## src/rtl/ram_to_weight_fifo_pipe.sv

```systemverilog
// Weight tile fetcher: walks a Tn x Tm x K x K tile of weight words in RAM
// and streams them, zero padded outside N/M, into a downstream FIFO.
module ram_to_weight_fifo_pipe #(
  parameter int AW     = 32,
  parameter int DW     = 32,
  parameter int N      = 32,
  parameter int M      = 32,
  parameter int K      = 3,
  parameter int Tn     = 8,
  parameter int Tm     = 8,
  parameter int RD_LAT = 2
) (
  input  logic          clk,
  input  logic          rst_n,
  input  logic          start,
  output logic          busy,
  output logic          done,
  input  logic [AW-1:0] tile_base_n,
  input  logic [AW-1:0] tile_base_m,
  output logic          ram_rd,
  output logic [AW-1:0] ram_addr,
  input  logic [DW-1:0] data_from_ram,
  output logic          fifo_push,
  output logic [DW-1:0] data_to_fifo,
  input  logic          fifo_almost_full
);

  localparam int CW = $clog2(RD_LAT + 1) + 1;
  localparam int KW = $clog2(K + 1);
  localparam int NW = $clog2(Tn + 1);
  localparam int MW = $clog2(Tm + 1);

  localparam logic [AW-1:0] KA  = AW'(K);
  localparam logic [AW-1:0] KK  = AW'(K * K);
  localparam logic [AW-1:0] MKK = AW'(M * K * K);

  typedef enum logic [1:0] {
    IDLE,
    ISSUE,
    DRAIN
  } state_t;

  state_t state, state_nx;

  logic [AW-1:0]     base_n, base_m;
  logic [KW-1:0]     j, i;
  logic [MW-1:0]     tm;
  logic [NW-1:0]     tn;
  logic [CW-1:0]     inflight;
  logic [RD_LAT-1:0] pv, pin;

  logic          issue, last, inr, accept;
  logic [AW-1:0] ch_n, ch_m, addr;
  logic [AW:0]   sum_n, sum_m;

  assign issue = (state == ISSUE) && !fifo_almost_full;
  assign last  = (j == KW'(K - 1)) && (i == KW'(K - 1)) &&
                 (tm == MW'(Tm - 1)) && (tn == NW'(Tn - 1));

  assign ch_n = base_n + AW'(tn);
  assign ch_m = base_m + AW'(tm);
  assign addr = ch_n * MKK + ch_m * KK + AW'(i) * KA + AW'(j);

  // one extra bit so a base near 2^AW cannot wrap back into range
  assign sum_n = {1'b0, base_n} + (AW+1)'(tn);
  assign sum_m = {1'b0, base_m} + (AW+1)'(tm);
  assign inr   = (sum_n < (AW+1)'(N)) && (sum_m < (AW+1)'(M));

  always_comb begin
    state_nx = state;
    done     = 1'b0;
    accept   = 1'b0;
    unique case (state)
      IDLE: begin
        if (start) begin
          accept   = 1'b1;
          state_nx = ISSUE;
        end
      end
      ISSUE: begin
        if (issue && last) state_nx = DRAIN;
      end
      DRAIN: begin
        if (inflight == '0) begin
          done = 1'b1;
          if (start) begin
            accept   = 1'b1;
            state_nx = ISSUE;
          end else begin
            state_nx = IDLE;
          end
        end
      end
      default: state_nx = IDLE;
    endcase
  end

  always_ff @(posedge clk or negedge rst_n) begin
    if (!rst_n) state <= IDLE;
    else        state <= state_nx;
  end

  always_ff @(posedge clk or negedge rst_n) begin
    if (!rst_n) begin
      base_n <= '0;
      base_m <= '0;
      j      <= '0;
      i      <= '0;
      tm     <= '0;
      tn     <= '0;
    end else if (accept) begin
      base_n <= tile_base_n;
      base_m <= tile_base_m;
      j      <= '0;
      i      <= '0;
      tm     <= '0;
      tn     <= '0;
    end else if (issue) begin
      if (j == KW'(K - 1)) begin
        j <= '0;
        if (i == KW'(K - 1)) begin
          i <= '0;
          if (tm == MW'(Tm - 1)) begin
            tm <= '0;
            tn <= tn + NW'(1);
          end else begin
            tm <= tm + MW'(1);
          end
        end else begin
          i <= i + KW'(1);
        end
      end else begin
        j <= j + KW'(1);
      end
    end
  end

  // valid/in-range bits ride alongside the RAM read latency
  always_ff @(posedge clk or negedge rst_n) begin
    if (!rst_n) begin
      pv       <= '0;
      pin      <= '0;
      inflight <= '0;
    end else begin
      pv       <= RD_LAT'({pv, issue});
      pin      <= RD_LAT'({pin, issue & inr});
      inflight <= inflight + CW'(issue) - CW'(fifo_push);
    end
  end

  assign busy         = (state != IDLE);
  assign ram_rd       = issue && inr;
  assign ram_addr     = (state == ISSUE) ? addr : '0;
  assign fifo_push    = pv[RD_LAT-1];
  assign data_to_fifo = (fifo_push && pin[RD_LAT-1]) ? data_from_ram : '0;

endmodule

```

## config.mk

```make
export PLATFORM = sky130hd
export DESIGN_NAME = ram_to_weight_fifo_pipe
export DESIGN_NICKNAME = d
export VERILOG_FILES = /design/src/rtl/ram_to_weight_fifo_pipe.sv
export SDC_FILE = /design/constraint.sdc
export NUM_CORES = 1
export LEC_CHECK = 0
export ABC_AREA = 1
export CORE_ASPECT_RATIO = 0.6
export CORE_MARGIN = 10
export CORE_UTILIZATION = 43
export DETAILED_ROUTE_END_ITERATION = 16
export GPL_ROUTABILITY_DRIVEN = 1
export PLACE_DENSITY = 0.66
export SETUP_SLACK_MARGIN = 0.4
export SLEW_MARGIN = 10
export SYNTH_ARGS = -nofsm -noshare
export SYNTH_HDL_FRONTEND = slang
export SYNTH_SLANG_ARGS = --single-unit
```

## constraint.sdc

```tcl
create_clock -name clk -period 9.5 [get_ports clk]
set_input_delay 1.9 -clock clk [delete_from_list [all_inputs] [get_ports clk]]
set_output_delay 1.9 -clock clk [all_outputs]
set_load 0.1 [all_outputs]
```

# After elaboration in Yosys (flattened, before gate mapping)
# Index checks and enable logic that the tools add are counted.
word_totals:
  rom_bits: 0
  reg_bits: 85
  mem_bits_rw: 0
  word_cells: 87
  inputBits: 100
  latchBits: 0
  memories: 0
  out_inout_bits: 68
op_classes:
  n_addsub: 13
  multipliers: 3
  reduce_logical: 20
  magnitude_cmp: 2
  eq_ne: 9
  bitwise_logic: 1
  shifts: 0
  n_div: 0
  mux: 29
ops:
  columns: ["operator", "count"]
  rows:
  - ["$add 32x4->32", 3]
  - ["$add 32x4->33", 2]
  - ["$lt 33x6->1 const B", 2]
  - ["$mux 32", 2]
  - ["$mux 4", 10]
  - ["$add 32x2->32", 1]
  - ["$add 32x32->32", 1]
  - ["$mul 32x4->27 const B", 1]
  - ["$mul 32x4->32 const B", 1]
  - ["$mux 2", 10]
  - ["$reduce_bool 2->1", 5]
  - ["$add 4x1->4 const B", 2]
  - ["$eq 4x3->1 const B", 2]
  - ["$logic_and 1x1->1", 8]
  - ["$eq 2x2->1 const B", 3]
  - ["$pmux 2 s3", 1]
  - ["$reduce_and 3->1", 2]
  - ["$mux 1", 5]
  - ["$add 2x1->2 const B", 2]
  - ["$mul 2x2->4 const B", 1]
  - ["$ne 2x2->1 const B", 2]
  - ["$reduce_and 4->1", 1]
  - ["$add 3x1->3", 1]
  - ["$logic_not 3->1", 1]
  - ["8 further kinds", 8]

# Logic depth before layout (Yosys ltp)
# Gate-level depths: netlist of run 1.
depth:
  ltp_word: 7
  mapped_depth: 37
  mapped_depth_nobuf: 37

# Worst setup path after synthesis of run 1
# OpenSTA, ideal clock, no wires.
synth_timing:
  path_kind: "flip-flop to output port"
  from: "reg tn[0]"
  to: "out ram_addr[31]"
  arrival_ns: 6.623
  path_slack_ns: 0.977
  stages_incl_launch_ff: 38
  cell_sequence: "dfrtp_1 -> ha_1 -> fa_1 -> inv_1 -> nor2_1 -> nor2_2 -> xor2_1 -> inv_1 -> ha_1 -> ha_1 -> fa_1 -> nand3_1 -> nand3_1 -> inv_1 -> nor2_1 -> nor2_1 -> inv_1 -> nand2_1 -> (+2 left out) -> o21ai_2 -> nand2_1 -> nand2_1 -> nand2_1 -> nand2_1 -> nand2_1 -> nand2_1 -> fa_1 -> inv_1 -> ha_1 -> inv_1 -> nor3_1 -> nand4_1 -> nor4_1 -> a21oi_1 -> nand3_1 -> nand2_1 -> nor2_1"
synth_via:
  elab_chain_cells: 6
synth_lines:
  columns: ["element", "line", "source"]
  rows:
  - ["from (decl)", "48", "logic [NW-1:0] tn;"]
  - ["from (signal assigned)", "125", "tn <= tn + NW'(1);"]
  - ["$add 32x4->32", "60", "assign ch_n = base_n + AW'(tn);"]
  - ["$mul 32x4->27", "62", "assign addr = ch_n * MKK + ch_m * KK + AW'(i) * KA + AW'(j);"]
  - ["$add 32x32->32", "62", null]
  - ["$add 32x4->32", "62", null]
  - ["$add 32x2->32", "62", null]
  - ["$mux 32", "153", "assign ram_addr = (state == ISSUE) ? addr : '0;"]
  - ["to (decl)", "21", "output logic [AW-1:0] ram_addr,"]
# No other way between the ends.

# Worst setup path after layout of run 1
# Ends and elaborated chain as after synthesis.

==> summary.md, run 1 <==
| Metric | Value |
|---|---|
| Hold path depth | 0 |
| Worst hold start | pin[0] |
| CTS buffer count | 9 |
| Slew of the pin with the lowest slew margin | 1.041 ns |
| N_diodes | 0 |
| Vias in the first global route | 9689 |
| Iteration-0 DRC Markers | 872 |
| Yosys cell types | 47 |
| Worst EP required | 7.60 ns |
| Reg-to-reg slack, setup | 6.65 ns |
| CTS tree | built |
| PortBufs | 167 |
| Maximum clock frequency | 115.7 MHz |
| Final Hold Viols | 0 |
| Hold-critical path endpoint | pin[1] |
| Most Crowded Layer GR | met1 |
| Max-Cap Viols | 0 |
| Vias | 10079 |
| Most frequent cells in the layout | 381 x nand2_1, 274 x inv_1, 192 x nor2_1, 152 x clkdlybuf4s50_1, 137 x ha_1 |
| Die height | 141.5 um |
| Synth Register Bits | 85 |
| Max-slew headroom | 0.3040 |
| Slowest-stage cell, CP | fa_1 |
| Die Area | 0.03146 mm2 |
| CTS resizes | 0 |
| Commonest non-fill, non-tap cell in the layout | nand2_1 |
| Pin count of the biggest net entering global routing | 63 |
| DRC violations left | 0 |
| Layout Skew | 0.004675 ns |
| Placeable Area | 0.02417 mm2 |
| Area delta synth->final | 21.49% |
| Clk sinks | 85 |
| DR WL/cell | 15.27 um |
| Max FO, Critical Path | 6 |
| Num rows | 44 |
| Sequential share of the synthesized area | 0.2012 |
| Reg2reg start | tm[0] |
| Hold_buf cts | 0 |
| Post-Syn Area per Cell | 6.777 um2 |
| Horiz. Die Dim | 222.4 um |
| Worst setup path category | reg2out |
| Final setup violation count | 0 |
| Crit path largest cell delay | 0.48 ns |
| Non-Filler Instances | 2047 |
| Fin. max-slew vios | 0 |
| Antenna violations before repair | 0 |
| Hold crit path type | reg2reg |
| Setup repair bufs after CTS | 0 |
| Vias per inst | 4.924 |
| Status | finished, final reports clean |
| Period utilisation layout | 0.9096 |
| Clock root buffer | clkbuf_16 |
| First-pass GRT wire length | 50560 um |
| Met1 Track Usage GR | 0.3074 |
| Ys async rst share | 1.000 |
| Met2 usage | 0.2693 |
| Minimum clock period | 8.642 ns |
| Placed cells | 2032 |
| Worst r2r path cells | 13 |
| CP startpoint kind | flip-flop |
| Detailed Place HPWL | 26830 um |
| Share of the synthesized area in the top cell type | 0.2012 |
| Routed WL | 31250 um |
| RSZ-0062 raised after global routing | false |
| Sum Neg Setup Slack | 0 ns |
| Initial Util | 0.4374 |
| Clk Latency, worst-skew pair | 0.35 ns |
| Crit path top cell by count | nand2_1 |
| GRT overflow | 0 |
| Drt first pass iters | 6 |
| Met3 usage | 0.02708 |
| CP arrival | 6.74 ns |
| Fillcell total | 2374 |
| Post-synth EDFFs | 0 |
| Post-Synthesis Cells | 1560 |
| Post-route ant nets | 0 |
| Maximum clock path buffer count | 2 |
| Critical Path End Type | output port |
| Capturing point of the worst reg2reg path | pin[0] |
| Synth area leaders | dfrtp_1 20%, ha_1 16%, nand2_1 14% |
| Share of layout cells above drive strength 1 | 0.05217 |
| Min Hold Slack | 0.3565 ns |
| H-tree Lvls | 3 |
| Io pins | 168 |
| Ys Warns | 0 |
| Synth Net Count | 1829 |
| Overall global routing resource usage | 0.1953 |
| Cell taking the most area after synthesis | dfrtp_1 |
| Top FF cell, synth | dfrtp_1 |
| GP Congestion | 0.8945 |
| Worst-path clk slew | 0.06 ns |
| Synthesized cell area | 0.01057 mm2 |
| Post-layout nets | 1990 |
[kinds of logic (layout without fill, tap and decap cells)]
group / after synthesis / after routing / share of synthesized area
flops: 85 / 85 / 0.2012
simple gates: 736 / 736 / 0.2974
xor+xnor: 92 / 92 / 0.07835
buf+inv: 302 / 467 / 0.1083
fa+ha+maj: 169 / 169 / 0.2227
compound gates: 176 / 176 / 0.09196
[routing by layer]
metal / wire, um / part of all wire
met5: 0 / 0
met4: 266 / 0.0085
met3: 1887 / 0.060
met2: 12160 / 0.39
met1: 16940 / 0.54
[through the flow]
stage / cell area [um2] / utilization / worst slack [ns]
floorplan: 10570 / - / 0.9768
global placement: 12550 / 0.5193 / 1.250
finish: 12840 / 0.5314 / 0.8584
global route: 12840 / 0.5314 / 0.3906
CTS: 12820 / 0.5304 / 0.6807
detailed placement: 12550 / 0.5193 / 1.058
[cell usage after synthesis, types with 3 or more instances]
library cell	instances
a21o_1	6
nand2_2	12
nand2_4	3
nand3_2	4
a21oi_1	68
nor2_4	7
nand2_1	381
a221oi_1	5
o21a_1	3
o21ai_0	67
o21ai_1	5
or2_2	3
buf_2	6
xnor2_1	33
inv_2	6
a21boi_0	3
nand3_1	67
inv_1	274
o21bai_1	5
clkbuf_1	12
nor2_2	10
ha_1	137
nor3_1	26
dfrtp_1	85
fa_1	32
a31oi_1	7
nor4_1	4
nor2_1	192
nand4_1	18
xor2_1	56
[area by class of cell]
cell class / count / area [um2] / share of cell area
multi-input combinational: 1173 / 7326 / 0.5704
sequential: 85 / 2127 / 0.1656
tap: 322 / 402.9 / 0.03137
inverter: 282 / 1059 / 0.08242
clock buffer: 12 / 246.5 / 0.01919
timing repair buffer: 170 / 1660 / 0.1293
clock inverter: 3 / 22.52 / 0.001754
[critical path: cells and delay by family, from the launching register on]
family,cells,cell delay (ns)
simple gates,20,2.13
flops,1,0.40
xor+xnor,1,0.28
fa+ha+maj,7,2.36
buf+inv,7,0.72
compound gates,3,0.49
[how the worst max path moves through the flow]
stage	startpoint	endpoint	slack, ns	cells after the start
CTS	tn[0]	ram_addr[31]	0.68	37
global route	tn[0]	ram_addr[31]	0.39	38
floorplan	tn[0]	ram_addr[31]	0.98	37
detailed placement	tn[0]	ram_addr[31]	1.06	37
global placement	tn[0]	ram_addr[31]	1.25	38
finish	tn[0]	ram_addr[31]	0.86	38
[state kept, by name, indices dropped and copies added, names as in the netlist]
name,cells
i,2
pin,2
state,2
pv,2
tn,4
base_n,32
inflight,3
tm,4
j,2
base_m,32
Power of run 1 is not shown: default switching activity piles up to over one toggle a cycle in this logic, so the estimate is an artifact.
==> run 2: changes to the inputs <==
PLACE_DENSITY = 0.77   (was 0.66)
SETUP_SLACK_MARGIN = 0.15   (was 0.4)
==> summary.md, run 2 (synthesis gave the netlist of run 1 again) <==
| Metric | Value |
|---|---|
| H-tree Lvls | 3 |
| Clk sinks | 85 |
| Maximum clock path buffer count | 2 |
| Antenna violations before repair | 0 |
| CTS tree | built |
| Vias per inst | 5.091 |
| Share of layout cells above drive strength 1 | 0.05214 |
| Horiz. Die Dim | 222.4 um |
| Design Area, Final | 0.01291 mm2 |
| Min Hold Slack | 0.3502 ns |
| Regs by FF count | base_m (32), base_n (32) |
| Max FO, Critical Path | 5 |
| Worst EP required | 7.60 ns |
| Overall global routing resource usage | 0.2028 |
| Initial Util | 0.4374 |
| Status | finished, final reports clean |
| Io pins | 168 |
| Routed WL | 32690 um |
| DRC violations left | 0 |
| CP arrival | 6.99 ns |
| N_diodes | 0 |
| Kind of cell adding the most delay to the critical path | adder cells |
| First-pass GRT wire length | 52920 um |
| Pin count of the biggest net entering global routing | 84 |
| Iteration-0 DRC Markers | 763 |
| Post-route ant nets | 0 |
| CTS buffer count | 9 |
| GP Congestion | 0.9594 |
| Maximum clock frequency | 112.5 MHz |
| PortBufs | 167 |
| Sum Neg Setup Slack | 0 ns |
| Commonest non-fill, non-tap cell in the layout | nand2_1 |
| Worst path bufs/invs | 2 |
| Period utilisation layout | 0.9358 |
| Critical Path End Type | output port |
| Drt first pass iters | 5 |
| Slowest-stage cell, CP | clkdlybuf4s50_1 |
| Max-slew headroom | 0.2926 |
| Die height | 141.5 um |
| Slew of the pin with the lowest slew margin | 1.058 ns |
| Met2 usage | 0.2938 |
| Placeable Area | 0.02417 mm2 |
| Clk Latency, worst-skew pair | 0.35 ns |
| Met1 Track Usage GR | 0.3102 |
| Met3 usage | 0.03385 |
| Die Area | 0.03146 mm2 |
| Non-Filler Instances | 2048 |
| Most frequent cells in the layout | 381 x nand2_1, 274 x inv_1, 192 x nor2_1, 153 x clkdlybuf4s50_1, 137 x ha_1 |
| DR WL/cell | 15.96 um |
| Worst setup path category | reg2out |
| Area delta synth->final | 22.17% |
| Clock root buffer | clkbuf_16 |
| RSZ-0062 raised after global routing | false |
| Setup repair bufs after CTS | 0 |
| Num rows | 44 |
| Vias | 10427 |
| Crit path largest cell delay | 1.15 ns |
| Hold crit path type | reg2reg |
| GRT overflow | 0 |
| Layout Skew | 0.004688 ns |
| Area after DPL | 0.01255 mm2 |
| Most Crowded Layer GR | met1 |
| CP startpoint kind | flip-flop |
| Worst path cell trace | ha_1 -> nand2_1 -> nor2_1 -> nor2_4 -> nor2_1 -> xor2_1 -> ha_1 -> ha_1 -> a21oi_1 -> nand2_1 -> a21oi_1 -> o21ai_0 -> a31oi_1 -> xor2_1 -> fa_1 -> inv_1 -> ha_1 -> a21oi_1 -> o21ai_0 -> a21oi_1 -> xor2_1 -> nor2_1 -> clkdlybuf4s50_1 |
| Max-Cap Viols | 0 |
| Minimum clock period | 8.890 ns |
| Detailed Place HPWL | 27780 um |
| Final setup violation count | 0 |
| Placed cells | 2032 |
| Vias in the first global route | 9934 |
| Final Hold Viols | 0 |
| Post-layout nets | 1990 |
| Hold_buf cts | 0 |
| Worst-path clk slew | 0.06 ns |
| Fin. max-slew vios | 0 |
-- run 2: changes by cell type in the layout (fill, tap and decap cells not counted) --
cell,previous run,this run
nor3_1,25,26
clkinvlp_4,3,0
a21oi_1,67,68
clkbuf_1,2,0
bufinv_16,0,3
a21oi_2,1,0
nor3_2,3,2
inv_6,0,2
clkbuf_8,1,0
buf_4,17,16
clkinv_4,0,1
clkinv_2,0,1
clkdlybuf4s50_1,152,153
-- run 2: final timing paths --
kind	start	endpoint	slack, ns	cells past startpoint
hold reg to reg	pv[0]	pv[1]	0.35	0
setup reg to reg	tm[0]	pin[0]	6.44	13
hold / removal	pv[0]	pv[1]	0.35	0
max in group asynchronous	rst_n	pin[0]	6.98	2
min in group asynchronous	rst_n	base_n[26]	1.38	1
setup / recovery	tn[3]	ram_addr[19]	0.61	23
-- run 2: layout make-up --
type / count / area, um2
Sequential cell: 85 / 2127
Clock inverter: 7 / 121.4
Fill cell: 2352 / 11250
Timing Repair Buffer: 170 / 1663
Clock buffer: 9 / 225.2
Inverter: 282 / 1059
Tap cell: 322 / 402.9
Multi-Input combinational cell: 1173 / 7317
-- run 2: repair_timing --
item | 4_1_cts | 5_1_grt
resized for setup | 0 | 3
endpoints found under the hold margin | 0 | 0
endpoints found under the setup margin | 0 | 2
-- run 2: routing by layer --
| layer | part of all wire | up-vias |
|---|---|---|
| met1 | 0.52 | 4733 |
| li1 | - | 5232 |
| met4 | 0.0094 | 0 |
| met5 | 0 | - |
| met3 | 0.082 | 31 |
| met2 | 0.39 | 431 |
-- run 2: through the flow --
stage | utilization | setup WS, ns
floorplan | - | 0.9768
global placement | 0.5194 | 1.135
detailed placement | 0.5194 | 1.023
CTS | 0.5337 | 0.6457
global route | 0.5344 | 0.1516
finish | 0.5344 | 0.6102
Power of run 2 is left out for the same reason.
